**src/rtl/pulse_stretcher_if.sv**
```systemverilog
// Signal bundle between a pulse source / status consumer and the pulse stretcher.
// The slave side is the stretcher; the master side drives pulses and observes status.
interface pulse_stretcher_if #(
    parameter int PEND_W = 3
);
    logic              i_in;
    logic              i_clr_ovf;
    logic              o_out;
    logic              o_busy;
    logic [PEND_W-1:0] o_pending;
    logic              o_ovf;

    modport master (
        output i_in, i_clr_ovf,
        input  o_out, o_busy, o_pending, o_ovf
    );

    modport slave (
        input  i_in, i_clr_ovf,
        output o_out, o_busy, o_pending, o_ovf
    );
endinterface

```
**src/rtl/pulse_stretcher.sv**
```systemverilog
// Turns one-cycle pulses into WIDTH_CYC-cycle high windows separated by at least
// GAP_CYC low cycles; pulses arriving mid-window are queued in a saturating counter.
//
// state | meaning
// IDLE  | output low, nothing queued, waiting for a pulse
// HIGH  | output high, cnt counts down the remaining window cycles
// GAP   | output low, cnt counts down the remaining minimum gap cycles
module pulse_stretcher #(
    parameter int WIDTH_CYC = 4,
    parameter int GAP_CYC   = 2,
    parameter int PEND_W    = 3
) (
    input  logic              clk,
    input  logic              rst,
    pulse_stretcher_if.slave  bus
);
    localparam int MAX_WG = (WIDTH_CYC > GAP_CYC) ? WIDTH_CYC : GAP_CYC;
    localparam int CNT_RANGE = (MAX_WG > 2) ? MAX_WG : 2;
    localparam int CNT_W = $clog2(CNT_RANGE);
    localparam logic [CNT_W-1:0] C_WIDTH = CNT_W'(WIDTH_CYC - 1);
    localparam logic [CNT_W-1:0] C_GAP = CNT_W'((GAP_CYC > 0) ? GAP_CYC - 1 : 0);
    localparam logic [PEND_W-1:0] PEND_MAX = '1;

    typedef enum logic [1:0] {
        IDLE = 2'd0,
        HIGH = 2'd1,
        GAP  = 2'd2
    } state_t;

    state_t            r_state;
    logic [CNT_W-1:0]  r_cnt;
    logic [PEND_W-1:0] r_pending;
    logic              r_ovf;

    state_t            w_state_nxt;
    logic [CNT_W-1:0]  w_cnt_nxt;
    logic [PEND_W-1:0] w_pending_nxt;
    logic              w_ovf_set;
    logic              w_service;
    logic [PEND_W:0]   w_p_eff;

    always_ff @(posedge clk or posedge rst) begin
        if (rst) begin
            r_state   <= IDLE;
            r_cnt     <= '0;
            r_pending <= '0;
            r_ovf     <= 1'b0;
        end else begin
            r_state   <= w_state_nxt;
            r_cnt     <= w_cnt_nxt;
            r_pending <= w_pending_nxt;
            r_ovf     <= w_ovf_set | (r_ovf & ~bus.i_clr_ovf);
        end
    end

    always_comb begin
        w_state_nxt   = r_state;
        w_cnt_nxt     = r_cnt;
        w_pending_nxt = r_pending;
        w_ovf_set     = 1'b0;
        w_service     = 1'b0;
        // One bit wider so pending + in cannot wrap at saturation.
        w_p_eff       = {1'b0, r_pending} + {{PEND_W{1'b0}}, bus.i_in};

        case (r_state)
            IDLE: begin
                if (bus.i_in) begin
                    w_state_nxt = HIGH;
                    w_cnt_nxt   = C_WIDTH;
                end
            end
            HIGH: begin
                if (r_cnt != '0) begin
                    w_cnt_nxt = r_cnt - 1'b1;
                end else if (GAP_CYC > 0) begin
                    w_state_nxt = GAP;
                    w_cnt_nxt   = C_GAP;
                end else begin
                    w_service = 1'b1;
                end
            end
            GAP: begin
                if (r_cnt != '0) begin
                    w_cnt_nxt = r_cnt - 1'b1;
                end else begin
                    w_service = 1'b1;
                end
            end
            default: begin
                w_state_nxt = IDLE;
                w_cnt_nxt   = '0;
            end
        endcase

        // A pulse landing on the service edge starts the next window directly.
        if (w_service) begin
            if (w_p_eff != '0) begin
                w_state_nxt   = HIGH;
                w_cnt_nxt     = C_WIDTH;
                w_pending_nxt = PEND_W'(w_p_eff - 1'b1);
            end else begin
                w_state_nxt = IDLE;
            end
        end else if ((r_state == HIGH || r_state == GAP) && bus.i_in) begin
            if (r_pending != PEND_MAX) begin
                w_pending_nxt = r_pending + 1'b1;
            end else begin
                w_ovf_set = 1'b1;
            end
        end
    end

    assign bus.o_out     = (r_state == HIGH);
    assign bus.o_busy    = (r_state != IDLE);
    assign bus.o_pending = r_pending;
    assign bus.o_ovf     = r_ovf;
endmodule

```
**src/flat_wrapper.sv**
```systemverilog
// flat-port wrapper written by rule: the top's interface ports become plain ports
module pulse_stretcher_flat 
#(
    parameter int WIDTH_CYC = 4,
    parameter int GAP_CYC   = 2,
    parameter int PEND_W    = 3
)
  (clk, rst, bus_i_in, bus_i_clr_ovf, bus_o_out, bus_o_busy, bus_o_pending, bus_o_ovf);
  pulse_stretcher_if #(.PEND_W(PEND_W)) bus_i ();
  input  logic clk;
  input  logic rst;
  input wire logic [$bits(bus_i.i_in)-1:0] bus_i_in;
  input wire logic [$bits(bus_i.i_clr_ovf)-1:0] bus_i_clr_ovf;
  output wire logic [$bits(bus_i.o_out)-1:0] bus_o_out;
  output wire logic [$bits(bus_i.o_busy)-1:0] bus_o_busy;
  output wire logic [$bits(bus_i.o_pending)-1:0] bus_o_pending;
  output wire logic [$bits(bus_i.o_ovf)-1:0] bus_o_ovf;
  assign bus_i.i_in = bus_i_in;
  assign bus_i.i_clr_ovf = bus_i_clr_ovf;
  assign bus_o_out = bus_i.o_out;
  assign bus_o_busy = bus_i.o_busy;
  assign bus_o_pending = bus_i.o_pending;
  assign bus_o_ovf = bus_i.o_ovf;
  pulse_stretcher #(.WIDTH_CYC(WIDTH_CYC), .GAP_CYC(GAP_CYC), .PEND_W(PEND_W)) u_core (.clk(clk), .rst(rst), .bus(bus_i));
endmodule
```
**config.mk**
```make
export PLATFORM = sky130hd
export DESIGN_NAME = pulse_stretcher_flat
export DESIGN_NICKNAME = d
export VERILOG_FILES = /design/src/rtl/pulse_stretcher_if.sv /design/src/rtl/pulse_stretcher.sv /design/src/flat_wrapper.sv
export SDC_FILE = /design/constraint.sdc
export NUM_CORES = 1
export LEC_CHECK = 0
export CAP_MARGIN = 20
export CORE_AREA = 2 2 39 41
export CTS_CLUSTER_DIAMETER = 120
export DETAILED_ROUTE_END_ITERATION = 10
export DIE_AREA = 0 0 41 43
export PLACE_DENSITY = 0.74
export SYNTH_ARGS = -nofsm -noshare
export SYNTH_HDL_FRONTEND = slang
export SYNTH_SLANG_ARGS = --single-unit
```
**constraint.sdc**
```tcl
create_clock -name clk -period 3.7 [get_ports clk]
set_input_delay 0.74 -clock clk [delete_from_list [all_inputs] [get_ports clk]]
set_output_delay 0.74 -clock clk [all_outputs]
set_load 0.01 [all_outputs]
```
==> results.yml <==
clock_network:
  numCtsBuffers: 3
  htreeDepth: 1
  cts_tree: "done"
  numClockSinks: 8
  clk_latency_ps: 250
  clock_path_buffers: 2
  cts_hold_buffers: 0
  clk_pin_slew_ps: 50
  ctsResizeCount: 0
  cts_root_buffer: "clkbuf_4"
  post-cts-setup-buffers: 0
worst_setup_path:
  critPathKind: "primary input to flip-flop"
  path_cells: "clkdlybuf4s50_1, ha_1, ha_1, inv_1, ha_1, inv_1, o31a_4, nor3b_1, a311o_1"
  reg2reg_from: "u_core.bus.o_pending[0]"
  cp_data_arrival_time_ps: 2930
  slowest_stage: "clkdlybuf4s50_1"
  r2r_slack_ps: 1530
  crit_family: "adder cells"
  worstRegToRegCells: 8
  timing.rr.end: "u_core.bus.o_pending[2]"
  start_kind: "primary input"
  critPathCaptureType: "flip-flop"
  crit_top_cell: "ha_1"
  slowest_delay_ps: 540
  path_buf_inv: 3
  crit_path_max_fanout: 8
  cp.required_ps: 3830
cells_and_area:
  syn2layout_area_growth_pct: 20.19
  nets: 98
  fin_util_pct: 57.05
  drive_gt1_share_pct: 8.642
  fillers: 125
  mostFrequentLayoutCells: "ha_1 (11), inv_1 (10), clkdlybuf4s50_1 (9)"
  final_common_cell: "ha_1"
  diodes: 0
timing:
  setup_violations: 0
  rsz0062_at_grt: "false"
  tns_ps: 0
  worstMarginPinSlew_ps: 415.9
  min_period_ps: 2796
  finalCritPeriodShare_pct: 75.56
  slew_violations: 0
  hold_viol: 0
  finClkSkew_ps: 2.443
  max_freq_ghz: 0.3577
  relSlewSlack_pct: 72.24
route:
  drc: 0
  dr.pass1.iters: 4
  wl_per_cell_um: 12.91
  dr.first_iter.drc_count: 8
  vias: 536
  drt-met1-wl_um: 628
  avgViaCountPerCell: 5.526
  drt-total-wl_mm: 1.252
  routed.top_layer: "met3"
  wl_met2_um: 555
  ant_nets: 0
  wl_met3_um: 67
synthesis:
  syn_nets: 84
  ys_warn_count: 0
  ys_seq_area_share_pct: 30.48
  synth.distinct_cells: 30
  avgSynthCellArea_um2: 9.520
  syn_inst: 69
  synth-seq-cells: 8
  netlist_area_um2: 656.9
placement:
  dp_hpwl_um: 974.6
  portBuffers: 9
  gp_congestion: 0.7730
global_route:
  grt_usage_pct: 16.83
  grt_pass1_wl_mm: 1.987
  grt_pass1_vias: 480
  grt_max_degree: 10
  antenna_found_initial: 0
  grt_overflow: 0
flow_run:
  drv_cap: 0
min_path:
  hold_depth: 2
  hp-class: "flip-flop to flip-flop"
  whs_endpoint: "u_core.bus.o_ovf"
  holdCritStartpoint: "u_core.bus.o_ovf"
floorplanning:
  rows: 14
  fp.coreArea_mm2: 0.001384
  dieArea_mm2: 0.001763
  ios: 10
  initial_utilization_pct: 47.47
  die_h_um: 43
  fp.dieW_um: 41
run_status:
  run_status: "finished, final reports clean"
power:
  pwr_density_cell_mw_per_mm2: 795.8
  irDropWorstVdd_mv: 0.3812
  p_leak_uw: 0.0003503
-- worst min-delay path: stages (launching register included) --
cell	delay, ps
dfrtp_1	370
inv_1	50
o22ai_1	80
-- area by class of cell --
cell class	instances	area [µm²]	area share (%)
repair buffers	9	90.09	11.41
inverters	10	37.54	4.754
multi-input cells	51	419.2	53.09
well taps	16	20.02	2.536
flip-flops and latches	8	200.2	25.36
clock buffers	3	22.52	2.853
-- stage by stage --
stage / setup slack [ps] / hold WS [ps] / instances / power [µW] / instance area (µm²)
after detailed placement: 652.1 / 534.8 / 94 / 563.5 / 767.0
after global placement: 682.1 / 523.0 / 94 / 557.3 / 767.0
after CTS: 910.9 / 550.5 / 97 / 632.4 / 789.5
final: 904.5 / 542.6 / 97 / 628.3 / 789.5
after global routing: 777.2 / 586.5 / 97 / 690.8 / 789.5
after floorplan: 1347 / 555.7 / 69 / 442.3 / 656.9
-- report_power, final --
group / switching (µW) / internal, µW
logic: 186 / 192
clock network: 27.8 / 37.0
registers: 57.5 / 128
-- layer usage --
layer | vias to the layer above | track usage [%]
met2 | 10 | 22.81
met1 | 244 | 22.80
met4 | 0 | 4.000
met5 | - | 0
li1 | 282 | -
met3 | 0 | 9.424
-- synthesized netlist by cell type --
library cell,instances,share of area (%)
a211oi_1,2,2.3
a21oi_1,1,0.76
a22oi_1,1,1.1
a311o_1,1,1.5
a31oi_1,2,1.9
a32oi_1,1,1.3
a41o_1,1,1.5
and2_1,1,0.95
dfrtp_1,8,30
ha_1,11,21
inv_1,10,5.7
nand2_1,3,1.7
nand2_4,1,1.7
nand2b_1,2,1.9
nand3_1,1,0.76
nand4_1,1,0.95
nor2_1,2,1.1
nor3_1,2,1.5
nor3b_1,1,1.1
nor3b_4,1,2.9
nor4b_1,1,1.3
o21a_1,1,1.1
o21ai_0,4,3.0
o221ai_1,1,1.3
o22ai_1,3,2.9
o31a_4,1,2.7
o31ai_1,1,1.1
or2_2,1,0.95
or3_1,2,1.9
xnor2_1,1,1.3
-- sequential cells by signal, indices dropped and copies added, names as in the netlist --
| name | cells |
|---|---|
| u_core.bus.o_pending | 3 |
| u_core.r_cnt | 2 |
| u_core.r_state | 2 |
| u_core.bus.o_ovf | 1 |
-- cell families (layout without fill, tap and decap cells) --
family                     after synthesis  count (layout)  synth area share [%]
xor gates and xnor gates                 1               1                 1.334
adders and majority gates               11              11                 20.95
DFF                                      8               8                 30.48
and+or+nand+nor                         19              19                 18.86
AOI/OAI and AO/OA                       20              20                 22.67
buffers and inverters                   10              22                 5.715
-- worst max path at each step --
| stage | start | endpoint | slack [ps] | depth (start not counted) |
|---|---|---|---|---|
| CTS | bus_i_in | u_core.bus.o_pending[2] | 910 | 9 |
| floorplan | bus_i_in | u_core.bus.o_pending[2] | 1350 | 8 |
| global route | bus_i_in | u_core.bus.o_pending[2] | 780 | 9 |
| finish | bus_i_in | u_core.bus.o_pending[2] | 900 | 9 |
| detailed placement | bus_i_in | u_core.bus.o_pending[2] | 650 | 9 |
| global placement | bus_i_in | u_core.bus.o_pending[2] | 680 | 9 |
(Power assumes the default switching activity.)
